## config.mk

```make
export PLATFORM = sky130hd
export DESIGN_NAME = stepper_pulse_gen
export DESIGN_NICKNAME = d
export VERILOG_FILES = /design/src/rtl/stepper_pkg.sv /design/src/rtl/stepper_sync2.sv /design/src/rtl/stepper_pulse_gen.sv
export SDC_FILE = /design/constraint.sdc
export NUM_CORES = 1
export LEC_CHECK = 0
export BUFFER_PORTS_ARGS = -buffer_cell sky130_fd_sc_hd__clkbuf_2
export CAP_MARGIN = 20
export CORE_UTILIZATION = 55
export CTS_BUF_LIST = sky130_fd_sc_hd__clkbuf_2 sky130_fd_sc_hd__clkbuf_4 sky130_fd_sc_hd__clkbuf_8
export CTS_CLUSTER_DIAMETER = 120
export DETAILED_ROUTE_END_ITERATION = 7
export PLACE_DENSITY = 0.79
export SETUP_SLACK_MARGIN = 0.4
export SLEW_MARGIN = 20
export SYNTH_ARGS = -nofsm -noshare
export SYNTH_HDL_FRONTEND = slang
export SYNTH_SLANG_ARGS = --single-unit
```

## constraint.sdc

```tcl
create_clock -name clk_clk -period 6.3 [get_ports clk_clk]
set_input_delay 0.945 -clock clk_clk [delete_from_list [all_inputs] [get_ports clk_clk]]
set_output_delay 0.945 -clock clk_clk [all_outputs]
set_load 0.05 [all_outputs]
```

## src/rtl/stepper_pkg.sv

```systemverilog
// Shared types and command/status field positions for the stepper pulse generator.
package stepper_pkg;

  typedef enum logic [1:0] {
    ST_IDLE  = 2'd0,
    ST_SETUP = 2'd1,
    ST_PULSE = 2'd2,
    ST_WAIT  = 2'd3
  } step_state_t;

  localparam int CMD_DIR_BIT     = 31;
  localparam int CMD_CNT_W       = 31;
  localparam int STATUS_BUSY_BIT = 31;

endpackage

```

## src/rtl/stepper_sync2.sv

```systemverilog
// Two-flop synchronizer for a single asynchronous control bit.
module stepper_sync2 (
  input  logic clk,
  input  logic rst_n,
  input  logic d_i,
  output logic q_o
);

  logic meta_q;
  logic sync_q;

  // Shift the raw input through two flops to settle metastability.
  always_ff @(posedge clk or negedge rst_n) begin
    if (!rst_n) begin
      meta_q <= 1'b0;
      sync_q <= 1'b0;
    end else begin
      meta_q <= d_i;
      sync_q <= meta_q;
    end
  end

  assign q_o = sync_q;

endmodule

```

## src/rtl/stepper_pulse_gen.sv

```systemverilog
// Step/direction pulse generator for one stepper axis.
// Optional endstop handling is compiled in with the STEPPER_ENDSTOP_EN macro.
module stepper_pulse_gen
  import stepper_pkg::*;
#(
  parameter int unsigned PULSE_W     = 4,
  parameter int unsigned DIR_SETUP   = 8,
  parameter logic        ENDSTOP_DIR = 1'b0
) (
  input  logic        clk_clk,
  input  logic        reset_reset_n,
  input  logic [31:0] speed_i,
  input  logic [31:0] cmd_i,
  input  logic        go_i,
  input  logic        endstop_i,
  output logic        step_o,
  output logic        dir_o,
  output logic [31:0] status_o
);

  localparam logic [31:0] PW_L    = 32'(PULSE_W);
  localparam logic [31:0] DS_L    = 32'(DIR_SETUP);
  localparam logic [31:0] MIN_PER = 32'(PULSE_W + 1);

  step_state_t          state_q, state_d;
  logic [31:0]          tmr_q, tmr_d;
  logic [31:0]          per_cnt_q, per_cnt_d;
  logic [31:0]          period_q, period_d;
  logic [CMD_CNT_W-1:0] count_q, count_d;
  logic [CMD_CNT_W-1:0] done_q, done_d;
  logic                 dirl_q, dirl_d;
  logic                 dir_q, dir_d;
  logic                 step_q, step_d;
  logic                 busy_q, busy_d;
  logic [31:0]          status_q, status_d;
  logic                 go_prev_q, go_prev_d;
  logic                 go_rise_q, go_rise_d;
  logic                 go_s;
  logic                 es_stop;
  logic                 stop;

  function automatic logic [CMD_CNT_W-1:0] sat_inc(input logic [CMD_CNT_W-1:0] v);
    return (&v) ? v : v + 1'b1;
  endfunction

  stepper_sync2 u_go_sync (
    .clk   (clk_clk),
    .rst_n (reset_reset_n),
    .d_i   (go_i),
    .q_o   (go_s)
  );

`ifdef STEPPER_ENDSTOP_EN
  logic es_s;

  stepper_sync2 u_es_sync (
    .clk   (clk_clk),
    .rst_n (reset_reset_n),
    .d_i   (endstop_i),
    .q_o   (es_s)
  );

  // Only motion toward the endstop is blocked.
  assign es_stop = es_s & (dirl_q == ENDSTOP_DIR);
`else
  logic endstop_unused;
  assign endstop_unused = endstop_i;
  assign es_stop        = 1'b0;
`endif

  // Abort when software drops go, or when the endstop blocks this direction.
  assign stop = ~go_s | es_stop;

  // Next-state, counters and registered outputs of the move sequencer.
  always_comb begin
    state_d   = state_q;
    tmr_d     = tmr_q;
    per_cnt_d = per_cnt_q;
    period_d  = period_q;
    count_d   = count_q;
    done_d    = done_q;
    dirl_d    = dirl_q;
    dir_d     = dir_q;
    go_prev_d = go_s;
    go_rise_d = go_s & ~go_prev_q;
    case (state_q)
      ST_IDLE: begin
        if (go_rise_q) begin
          count_d = cmd_i[CMD_CNT_W-1:0];
          dirl_d  = cmd_i[CMD_DIR_BIT];
          done_d  = '0;
          if (cmd_i[CMD_CNT_W-1:0] != '0) begin
            dir_d   = cmd_i[CMD_DIR_BIT];
            tmr_d   = 32'd1;
            state_d = ST_SETUP;
          end
        end
      end
      ST_SETUP: begin
        if (stop) begin
          state_d = ST_IDLE;
        end else if (tmr_q == DS_L) begin
          period_d  = (speed_i < MIN_PER) ? MIN_PER : speed_i;
          per_cnt_d = 32'd1;
          tmr_d     = 32'd1;
          state_d   = ST_PULSE;
        end else begin
          tmr_d = tmr_q + 32'd1;
        end
      end
      ST_PULSE: begin
        per_cnt_d = per_cnt_q + 32'd1;
        if (tmr_q == PW_L) begin
          done_d  = sat_inc(done_q);
          state_d = stop ? ST_IDLE : ST_WAIT;
        end else begin
          tmr_d = tmr_q + 32'd1;
        end
      end
      ST_WAIT: begin
        per_cnt_d = per_cnt_q + 32'd1;
        if (stop) begin
          state_d = ST_IDLE;
        end else if (per_cnt_q == period_q) begin
          if (done_q == count_q) begin
            state_d = ST_IDLE;
          end else begin
            period_d  = (speed_i < MIN_PER) ? MIN_PER : speed_i;
            per_cnt_d = 32'd1;
            tmr_d     = 32'd1;
            state_d   = ST_PULSE;
          end
        end
      end
      default: state_d = ST_IDLE;
    endcase
    step_d   = (state_d == ST_PULSE);
    busy_d   = (state_d != ST_IDLE);
    status_d = {busy_q, done_q};
  end

  // State and datapath registers; reset also drops step_o immediately.
  always_ff @(posedge clk_clk or negedge reset_reset_n) begin
    if (!reset_reset_n) begin
      state_q   <= ST_IDLE;
      tmr_q     <= '0;
      per_cnt_q <= '0;
      period_q  <= '0;
      count_q   <= '0;
      done_q    <= '0;
      dirl_q    <= 1'b0;
      dir_q     <= 1'b0;
      step_q    <= 1'b0;
      busy_q    <= 1'b0;
      status_q  <= '0;
      go_prev_q <= 1'b0;
      go_rise_q <= 1'b0;
    end else begin
      state_q   <= state_d;
      tmr_q     <= tmr_d;
      per_cnt_q <= per_cnt_d;
      period_q  <= period_d;
      count_q   <= count_d;
      done_q    <= done_d;
      dirl_q    <= dirl_d;
      dir_q     <= dir_d;
      step_q    <= step_d;
      busy_q    <= busy_d;
      status_q  <= status_d;
      go_prev_q <= go_prev_d;
      go_rise_q <= go_rise_d;
    end
  end

  assign step_o   = step_q;
  assign dir_o    = dir_q;
  assign status_o = status_q;

endmodule
```

==> flow_summary.yaml, run 1 <==
finish:
  syn_to_final_growth_pct: 10.73
  finish.utilization_pct: 62.94
  final_net_count: 1069
  post_route_cells_drive_above_1_share_pct: 23.38
  final_cells: 1230
  num_antenna_cells: 0
placement:
  io_buffers: 100
  place.gp.congestion: 0.8444
  post-place-ws_ps: 2523
  dp_cells: 1198
  dp_hpwl_um: 15340
clock_tree:
  hold_buffers: 0
  cts_root_buf: "clkbuf_8"
  cts_tree: "yes"
  cts.sink_count: 199
  postCtsSetupBuffers: 0
  cts_buffer_depth: 2
  cts_max_level: 4
  cts_buffers: 17
  cts-resized-gates: 0
  clkTransAtPathRegs_ps: 100
  clk_latency_ps: 470
yosys:
  synth_top_area_share_pct: 50.13
  avgSynthCellArea_um2: 11.03
  synthTopCellsByArea: "dfrtp_1 (50%), xnor2_1 (5.6%), mux2_2 (5.1%)"
  synth.distinct_cells: 76
  synth_flop_cell: "dfrtp_1"
  netlist_area_um2: 9935
  ys.warnings.count: 0
  seq_area_frac_synth_pct: 50.13
  syn_inst: 901
  syn_nets: 977
  synth_top_cell_by_area: "dfrtp_1"
  ys_ff_latch: 199
  synth_edf_count: 0
  synthArstFlopShare_pct: 100.0
global_routing:
  grt_usage_pct: 24.37
  gr-total-overflow: 0
  grt_pass1_wl_um: 34870
  grt_max_degree: 74
  grt_pass1_vias: 6931
  antenna_found_initial: 0
power_and_ir_drop:
  power_uw: 2910
  ir_drop_uv: 193.5
  cellPowerDensity_nw_per_um2: 264.6
  p_leak_uw: 0.004885
critical_path:
  worstSetupStartpointType: "register"
  crit_fanout: 11
  critPathKind: "register to register"
  r2r_cells: 7
  r2r-end: "per_cnt_q[28]"
  r2r-start: "tmr_q[26]"
  r2r_setup_slack_ps: 2960
  worstPathRequired_ps: 6660
  end_kind: "register"
  arrival_ps: 3690
timing:
  fin_skew_ps: 17.58
  tns_ps: 0
  maxSlewHeadroom_pct: 30.47
  worst_pin_slew_ps: 1032
  setup_slack_ps: 2962
  hold_viol: 0
  layout_min_cycle_time_ps: 3338
  setup_violations: 0
  fmax_mhz: 299.5
  fin_crit_sh_pct: 52.99
  rsz0062_at_grt: "no"
  drv_slew: 0
flow_run:
  drv_cap: 0
floorplanning:
  die_h_um: 136.4
  core_um2: 17480
  initial_core_util_pct: 56.84
  fp-row-count: 48
  die-area_um2: 18600
  die_w_um: 136.4
  ios: 102
drt:
  vias: 7180
  wl_per_cell_um: 17.39
  dr.pass1.iters: 5
  ant_nets: 0
  drt-total-wl_um: 21390
  drc: 0
  drt-initial-drc-count: 493
  avgViaCountPerCell: 5.837
hold_path:
  whs_endpoint: "status_o[31]"
  min_path_cells: 0
  hp-class: "register to register"
  min-delay-start: "busy_q"
outcome:
  outcome: "finished, final reports clean"
routing by layer:
layer / global-route usage (%) / share of wire [%] / vias up
li1: - / - / 3427
met1: 34.32 / 47 / 3569
met2: 38.04 / 47 / 162
met3: 4.959 / 4.1 / 22
met4: 6.914 / 1.5 / 0
met5: 0 / 0 / -
worst max-delay path, cell delays in order (launching register included):
cell and delay [ps]:
dfrtp_1 470, nor4_1 420, nand4_2 290, o41ai_2 990
and3_1 600, nand4_1 200, xor2_1 180, nor2_1 50
cells by family after synthesis:
kind of cell,count (synthesis),synth area share [%]
simple gates,333,20.18
flops,199,50.13
compound gates,119,8.275
xor+xnor,114,10.05
mux,65,7.317
buf+inv,63,3.048
fa+ha+maj,8,1.008
worst max path at each step:
stage / start / to / slack, ps / depth (start not counted)
2_1_floorplan: cmd_i[25] / tmr_q[6] / 3840 / 9
3_3_place_gp: cmd_i[22] / tmr_q[2] / 2510 / 9
3_5_place_dp: cmd_i[5] / tmr_q[26] / 2520 / 9
4_1_cts: tmr_q[0] / per_cnt_q[24] / 2960 / 9
5_1_grt: tmr_q[0] / per_cnt_q[28] / 2680 / 9
6_report: tmr_q[26] / per_cnt_q[28] / 2960 / 7
per-stage QoR:
step	instance area (um^2)	hold slack, ps
floorplan	9935	331.2
CTS	10980	356.1
global route	11000	369.9
finish	11000	359.0
global placement	10590	336.0
detailed placement	10590	334.7
Yosys cell counts (21+ instances only):
library cell	count
nand3_1	31
xnor2_1	64
nor4_1	26
inv_1	27
mux2_2	45
and3_1	21
nor2_1	82
o21ai_0	38
nand2_1	49
xor2_1	50
dfrtp_1	199
nand4_1	31
flip-flops by register name (all words and copies together), names as in the netlist, 2 cells and up:
signal	cells
per_cnt_q	32
period_q	32
status_o	32
tmr_q	32
count_q	31
done_q	31
state_q	2
layout make-up:
| class | instances | area (um^2) |
|---|---|---|
| sequential | 199 | 4980 |
| clock buffer | 20 | 269.0 |
| timing repair buffer | 108 | 573.1 |
| clock inverter | 11 | 122.6 |
| fill | 1409 | 6476 |
| inverter | 28 | 105.1 |
| multi-input combinational | 639 | 4669 |
| tap | 225 | 281.5 |
layout by cell type, fill, tap and decap left out, types with 5 or more instances in the layout:
cell type | Yosys | final
xnor2_1 | 64 | 64
nor3_1 | 8 | 8
mux2_2 | 45 | 45
or4_1 | 7 | 7
clkbuf_2 | 1 | 99
and4_1 | 9 | 9
and3_1 | 21 | 21
nor2_1 | 82 | 80
xor2_1 | 50 | 50
nand2b_1 | 5 | 5
nor2b_1 | 6 | 6
ha_1 | 8 | 8
nor4_2 | 12 | 12
a2111oi_1 | 5 | 5
o31ai_1 | 18 | 18
dfrtp_1 | 199 | 199
nor4_4 | 5 | 5
clkbuf_8 | 0 | 20
o21ai_0 | 38 | 38
nand3_1 | 31 | 31
a21oi_1 | 16 | 16
a31oi_1 | 5 | 5
o211ai_1 | 6 | 6
mux2_1 | 16 | 16
and2_1 | 6 | 6
nand4_1 | 31 | 31
nand2_1 | 49 | 49
nor3_2 | 5 | 5
inv_1 | 27 | 27
nor4_1 | 26 | 26
o41ai_1 | 5 | 5
buf_4 | 4 | 7
power by group:
part / switching [uW] / internal (uW) / total [uW]
clock: 445 / 377 / 822
combinational: 359 / 238 / 597
sequential: 92.6 / 1400 / 1490
total: 896 / 2010 / 2910
Note: power is estimated with default switching activity, not from simulation.
==> run 2, diff against run 1 <==
ABC_AREA = 1   (was unset)
PLACE_DENSITY = 0.82   (was 0.79)
clock period = 2.8 ns   (was 6.3 ns; I/O delays follow)
==> flow_summary.yaml, run 2 <==
outcome:
  outcome: "finished, final reports clean"
yosys:
  synth_top_area_share_pct: 45.46
  synthTopCellsByArea: "dfrtp_1 (45%), nand2_1 (16%), inv_1 (5.7%)"
  synthArstFlopShare_pct: 100.0
  netlist_area_um2: 10950
  synth_commonest_cells: "nand2_1 (468), dfrtp_1 (199), inv_1 (165)"
  syn_inst: 1472
  synth_flop_cell: "dfrtp_1"
  avgSynthCellArea_um2: 7.442
  ys.warnings.count: 0
  synth.distinct_cells: 40
  synth_edf_count: 0
  synth_top_cell_by_area: "dfrtp_1"
  yosysMostFrequentCell: "nand2_1"
  ys_ff_latch: 199
  syn_nets: 1548
  seq_area_frac_synth_pct: 45.46
power_and_ir_drop:
  power_uw: 5062
  combPwrFrac_pct: 2.7
  pwr-share-seq_pct: 56.8
  ir_drop_uv: 277.7
  power_switching_uw: 1216
  internal_power_uw: 3846
  p_leak_uw: 0.006011
  cellPowerDensity_nw_per_um2: 409.4
  clkPwrFrac_pct: 40.4
  switching_share_pct: 24.02
critical_path:
  r2r_setup_slack_ps: 500
  end_kind: "register"
  worstPathRequired_ps: 3180
  slowest_delay_ps: 420
  arrival_ps: 2680
  path_delay_family: "simple AND/OR/NAND/NOR gates"
  worstSetupStartpointType: "register"
  crit_slowest_cell: "dfrtp_1"
  critPathMostFrequentCell: "nor2_1"
  crit_fanout: 9
  critPathKind: "register to register"
  path_cells: "inv_1 > ha_1 > nand3_1 > nor2_1 > nand2_1 > nor2_4 > nor2_2 > nor2_4 > buf_4 > inv_2 > nor2_1 > nand4_1 > nand2_1 > nor2_1"
  path_buf_inv: 3
placement:
  dpl_cell_area_um2: 11720
  place.gp.congestion: 0.9481
  dp_hpwl_um: 18530
  io_buffers: 100
finish:
  regArea_um2: 4982
  final_common_cell: "nand2_1"
  fillCellCount: 1658
  mostFrequentLayoutCells: "nand2_1 (468), dfrtp_1 (197), inv_1 (165), nor2_1 (142), clkbuf_2 (99)"
  syn_to_final_growth_pct: 12.88
  finish.utilization_pct: 63.54
  num_antenna_cells: 0
  final_net_count: 1658
  post_route_cells_drive_above_1_share_pct: 12.73
  multi_input_area_um2: 5162
  fin_area_um2: 12370
global_routing:
  grt_usage_pct: 26.74
  grt_max_degree: 64
  grt_pass1_wl_um: 43070
  grt_pass1_vias: 9133
  gr-total-overflow: 0
  antenna_found_initial: 0
timing:
  fin_crit_sh_pct: 82.14
  layout_min_cycle_time_ps: 2300
  fmax_mhz: 434.8
  setup_violations: 0
  worst_pin_slew_ps: 654.9
  hold_viol: 0
  maxSlewHeadroom_pct: 55.94
  hold_ws_ps: 56.89
  fin_skew_ps: 23.46
  drv_slew: 0
  tns_ps: 0
  rsz0062_at_grt: "yes"
drt:
  vias: 9858
  dr.pass1.iters: 6
  avgViaCountPerCell: 5.300
  ant_nets: 0
  drt-total-wl_um: 26250
  wl_per_cell_um: 14.11
  drt-initial-drc-count: 840
  drc: 0
floorplanning:
  core_um2: 19460
  ios: 102
  die_w_um: 143.1
  initial_core_util_pct: 56.28
  die-area_um2: 20480
  fp-row-count: 51
  die_h_um: 143.1
clock_tree:
  cts_max_level: 4
  clk_latency_ps: 490
  cts_buffer_depth: 2
  cts_root_buf: "clkbuf_8"
  cts.sink_count: 199
  cts_tree: "yes"
  clkTransAtPathRegs_ps: 110
  cts_buffers: 17
hold_path:
  hp-class: "input pin to register"
flow_run:
  drv_cap: 0
==> run 2: cell types whose count changed in the layout (fill, tap and decap cells not counted), sizes merged, moves of 31 or more <==
cell / change
a21oi: +31
inv: +153
mux2: -60
nand2: +423
nand3: +48
nor2: +75
nor3: +40
==> run 2: power by group through the flow <==
| stage | combinational (uW) | clock (uW) | sequential [uW] |
|---|---|---|---|
| 5_1_grt | 157 | 2190 | 2880 |
| 3_3_place_gp | 138 | 0 | 2930 |
| 4_1_cts | 141 | 2080 | 2880 |
| 3_5_place_dp | 140 | 0 | 2930 |
| 2_1_floorplan | 13.4 | 0 | 2930 |
| 6_report | 138 | 2050 | 2880 |
==> run 2: cells by family after synthesis <==
logic type      synth area share, %
fa+ha+maj                    0.9138
compound gates                6.568
simple gates                  31.76
buf+inv                       7.996
flops                         45.46
xor+xnor                      7.196
mux                          0.1028
==> run 2: path summary, 6_finish.rpt <==
kind	start	to	depth (start not counted)
worst max-delay path	tmr_q[0]	per_cnt_q[27]	14
worst min-delay path	go_i	u_go_sync.meta_q	1
worst max register to register	tmr_q[0]	per_cnt_q[27]	14
worst min register to register	u_go_sync.meta_q	u_go_sync.q_o	0
max in group asynchronous	reset_reset_n	tmr_q[28]	3
min in group asynchronous	reset_reset_n	count_q[2]	2
==> run 2: metrics by stage <==
stage               worst slack [ps]  std cells
floorplan                      850.9       1472
global placement               441.9       1812
detailed placement             419.7       1812
CTS                            405.9       1848
global route                   335.1       1860
finish                         500.2       1860
==> run 2: area by class of cell <==
| class | instances | share of cell area [%] |
|---|---|---|
| multi-input cells | 1057 | 41.75 |
| flip-flops and latches | 199 | 40.29 |
| repair buffers | 129 | 6.192 |
| inverters | 178 | 5.515 |
| well taps | 265 | 2.681 |
| clock buffers | 17 | 1.892 |
| clock inverters | 15 | 1.680 |
==> run 2: routing by layer <==
metal,vias to the layer above,global-route usage (%),wire length (um)
met5,-,0,0
met3,55,4.594,1491
met1,4573,36.41,12040
li1,4885,-,-
met2,345,43.83,12210
met4,0,7.640,510
==> run 2: timing repair <==
item                                   in CTS  in global routing
gates resized for setup                     2                 22
hold buffers                                1                  0
setup endpoints to repair                  31                115
endpoints found under the hold margin      58                  0
pin swaps                                   1                  5
cloned                                      1                  1
buffers inserted                            2                 11
==> run 3, diff against run 2 <==
PLACE_DENSITY = 0.79   (was 0.82)
clock period = 2.3 ns   (was 2.8 ns; I/O delays follow)
==> flow_summary.yaml, run 3 (synthesized netlist as in run 2, its figures left out) <==
floorplanning:
  core_um2: 19460
  initial_core_util_pct: 56.28
  die_w_um: 143.1
  fp-row-count: 51
  die-area_um2: 20480
  ios: 102
  die_h_um: 143.1
clock_tree:
  cts_root_buf: "clkbuf_8"
  cts.sink_count: 199
  cts_tree: "yes"
  clkTransAtPathRegs_ps: 130
  cts_buffer_depth: 2
  clk_latency_ps: 520
  cts_max_level: 4
  cts_buffers: 17
critical_path:
  critPathKind: "register to register"
  path_buf_inv: 3
  crit_slowest_cell: "dfrtp_1"
  end_kind: "register"
  r2r_setup_slack_ps: 8
  worstPathRequired_ps: 2690
  slowest_delay_ps: 490
  crit_fanout: 8
  path_delay_family: "simple AND/OR/NAND/NOR gates"
  path_cells: "xor2_1 > nor2_1 > nand2_1 > nor2_4 > nand2_2 > nor2_4 > nand3_2 > nand2_4 > nand3_4 > clkinv_8 > buf_6 > buf_6 > o21ai_0"
  worstSetupStartpointType: "register"
  arrival_ps: 2680
power_and_ir_drop:
  p_leak_uw: 0.007117
  cellPowerDensity_nw_per_um2: 409.4
  ir_drop_uv: 446.6
timing:
  worst_pin_slew_ps: 713.9
  maxSlewHeadroom_pct: 51.97
  rsz0062_at_grt: "yes"
  layout_min_cycle_time_ps: 2292
  fmax_mhz: 436.3
  hold_viol: 0
  setup_slack_ps: 7.746
  fin_skew_ps: 24.90
  drv_slew: 0
  setup_violations: 0
  fin_crit_sh_pct: 99.66
finish:
  syn_to_final_growth_pct: 32.86
  mostFrequentLayoutCells: "nand2_1 (416), dfrtp_1 (179), inv_1 (139), nor2_1 (115), buf_4 (105)"
  post_route_cells_drive_above_1_share_pct: 29.91
  final_common_cell: "nand2_1"
  num_antenna_cells: 0
  final_net_count: 1785
  finish.utilization_pct: 74.78
global_routing:
  grt_pass1_vias: 9736
  grt_use_met2_pct: 47.16
  grt_usage_pct: 28.58
  met1_usage_pct: 36.96
  grt_pass1_wl_um: 45620
  gr-total-overflow: 0
  antenna_found_initial: 0
  busiest_layer: "met2"
  grt_max_degree: 61
  grt_use_met3_pct: 5.097
flow_run:
  drv_cap: 0
drt:
  wl_per_cell_um: 16.98
  vias: 11110
  dr.pass1.iters: 7
  ant_nets: 0
  drt-total-wl_um: 33730
  drc: 0
  avgViaCountPerCell: 5.592
  drt-initial-drc-count: 1109
placement:
  place.gp.congestion: 0.9092
  io_buffers: 100
  post-place-ws_ps: 35.09
  dp_hpwl_um: 19180
outcome:
  outcome: "finished, final reports clean"
hold_path:
  hp-class: "input pin to register"
run 3: cell count changes in the layout (fill, tap and decap cells not counted), moves of 19 or more:
cell / delta
buf_6: +26
nand3_2: +19
inv_2: +19
nand2_2: +32
nand2_1: -52
inv_1: -26
nand3_1: -23
nor2_1: -27
o21ai_0: -21
nand2_4: +19
buf_4: +81
run 3: through the flow:
stage / setup TNS, ps / cell area [um^2] / cells / power (uW) / hold WS [ps]
after floorplan: 0 / 10960 / 1472 / 3587 / 49.41
after global placement: 0 / 11980 / 1837 / 3744 / 333.8
after detailed placement: 0 / 11980 / 1837 / 3744 / 338.6
after CTS: 0 / 13170 / 1924 / 5964 / 33.60
after global routing: -2154 / 14550 / 1987 / 6111 / 53.40
final: 0 / 14550 / 1987 / 5959 / 26.94
run 3: timing repair:
action	CTS	global route
endpoints found under the hold margin	49	0
pin swaps	23	61
hold buffers	2	0
resized for setup	103	226
cloned	2	12
buffers inserted	51	51
setup endpoints to repair	126	141
run 3: final cells by class:
class	count	area (um^2)
Clock buffer	17	234.0
Clock inverter	15	153.9
Fill cell	1260	4908
Inverter	178	710.7
Multi-Input combinational cell	1055	5967
Sequential cell	199	5005
Tap cell	265	331.6
Timing Repair Buffer	258	2152
run 3: power breakdown:
part	internal [uW]	switching, uW	leakage, uW
Combinational	61.4	122	0.00457
Sequential	3500	3.15	0.00236
Clock	813	1460	0.000191
run 3: tightest hold or removal path: stages:
cell and delay (ps):
clkbuf_2 90, nand2_1 50, nand2_1 40
run 3: metal layers:
metal	wire length [um]	part of all wire [%]
met4	1581	4.7
met3	2546	7.5
met1	12980	38
met2	16630	49
met5	0	0
run 3: final timing paths:
kind	to	from	cells after the start
setup / recovery	period_q[14]	per_cnt_q[19]	13
hold / removal	count_q[29]	cmd_i[29]	3
setup reg to reg	period_q[14]	per_cnt_q[19]	13
hold reg to reg	u_go_sync.q_o	u_go_sync.meta_q	0
max in group asynchronous	done_q[26]	reset_reset_n	3
min in group asynchronous	status_o[7]	reset_reset_n	2
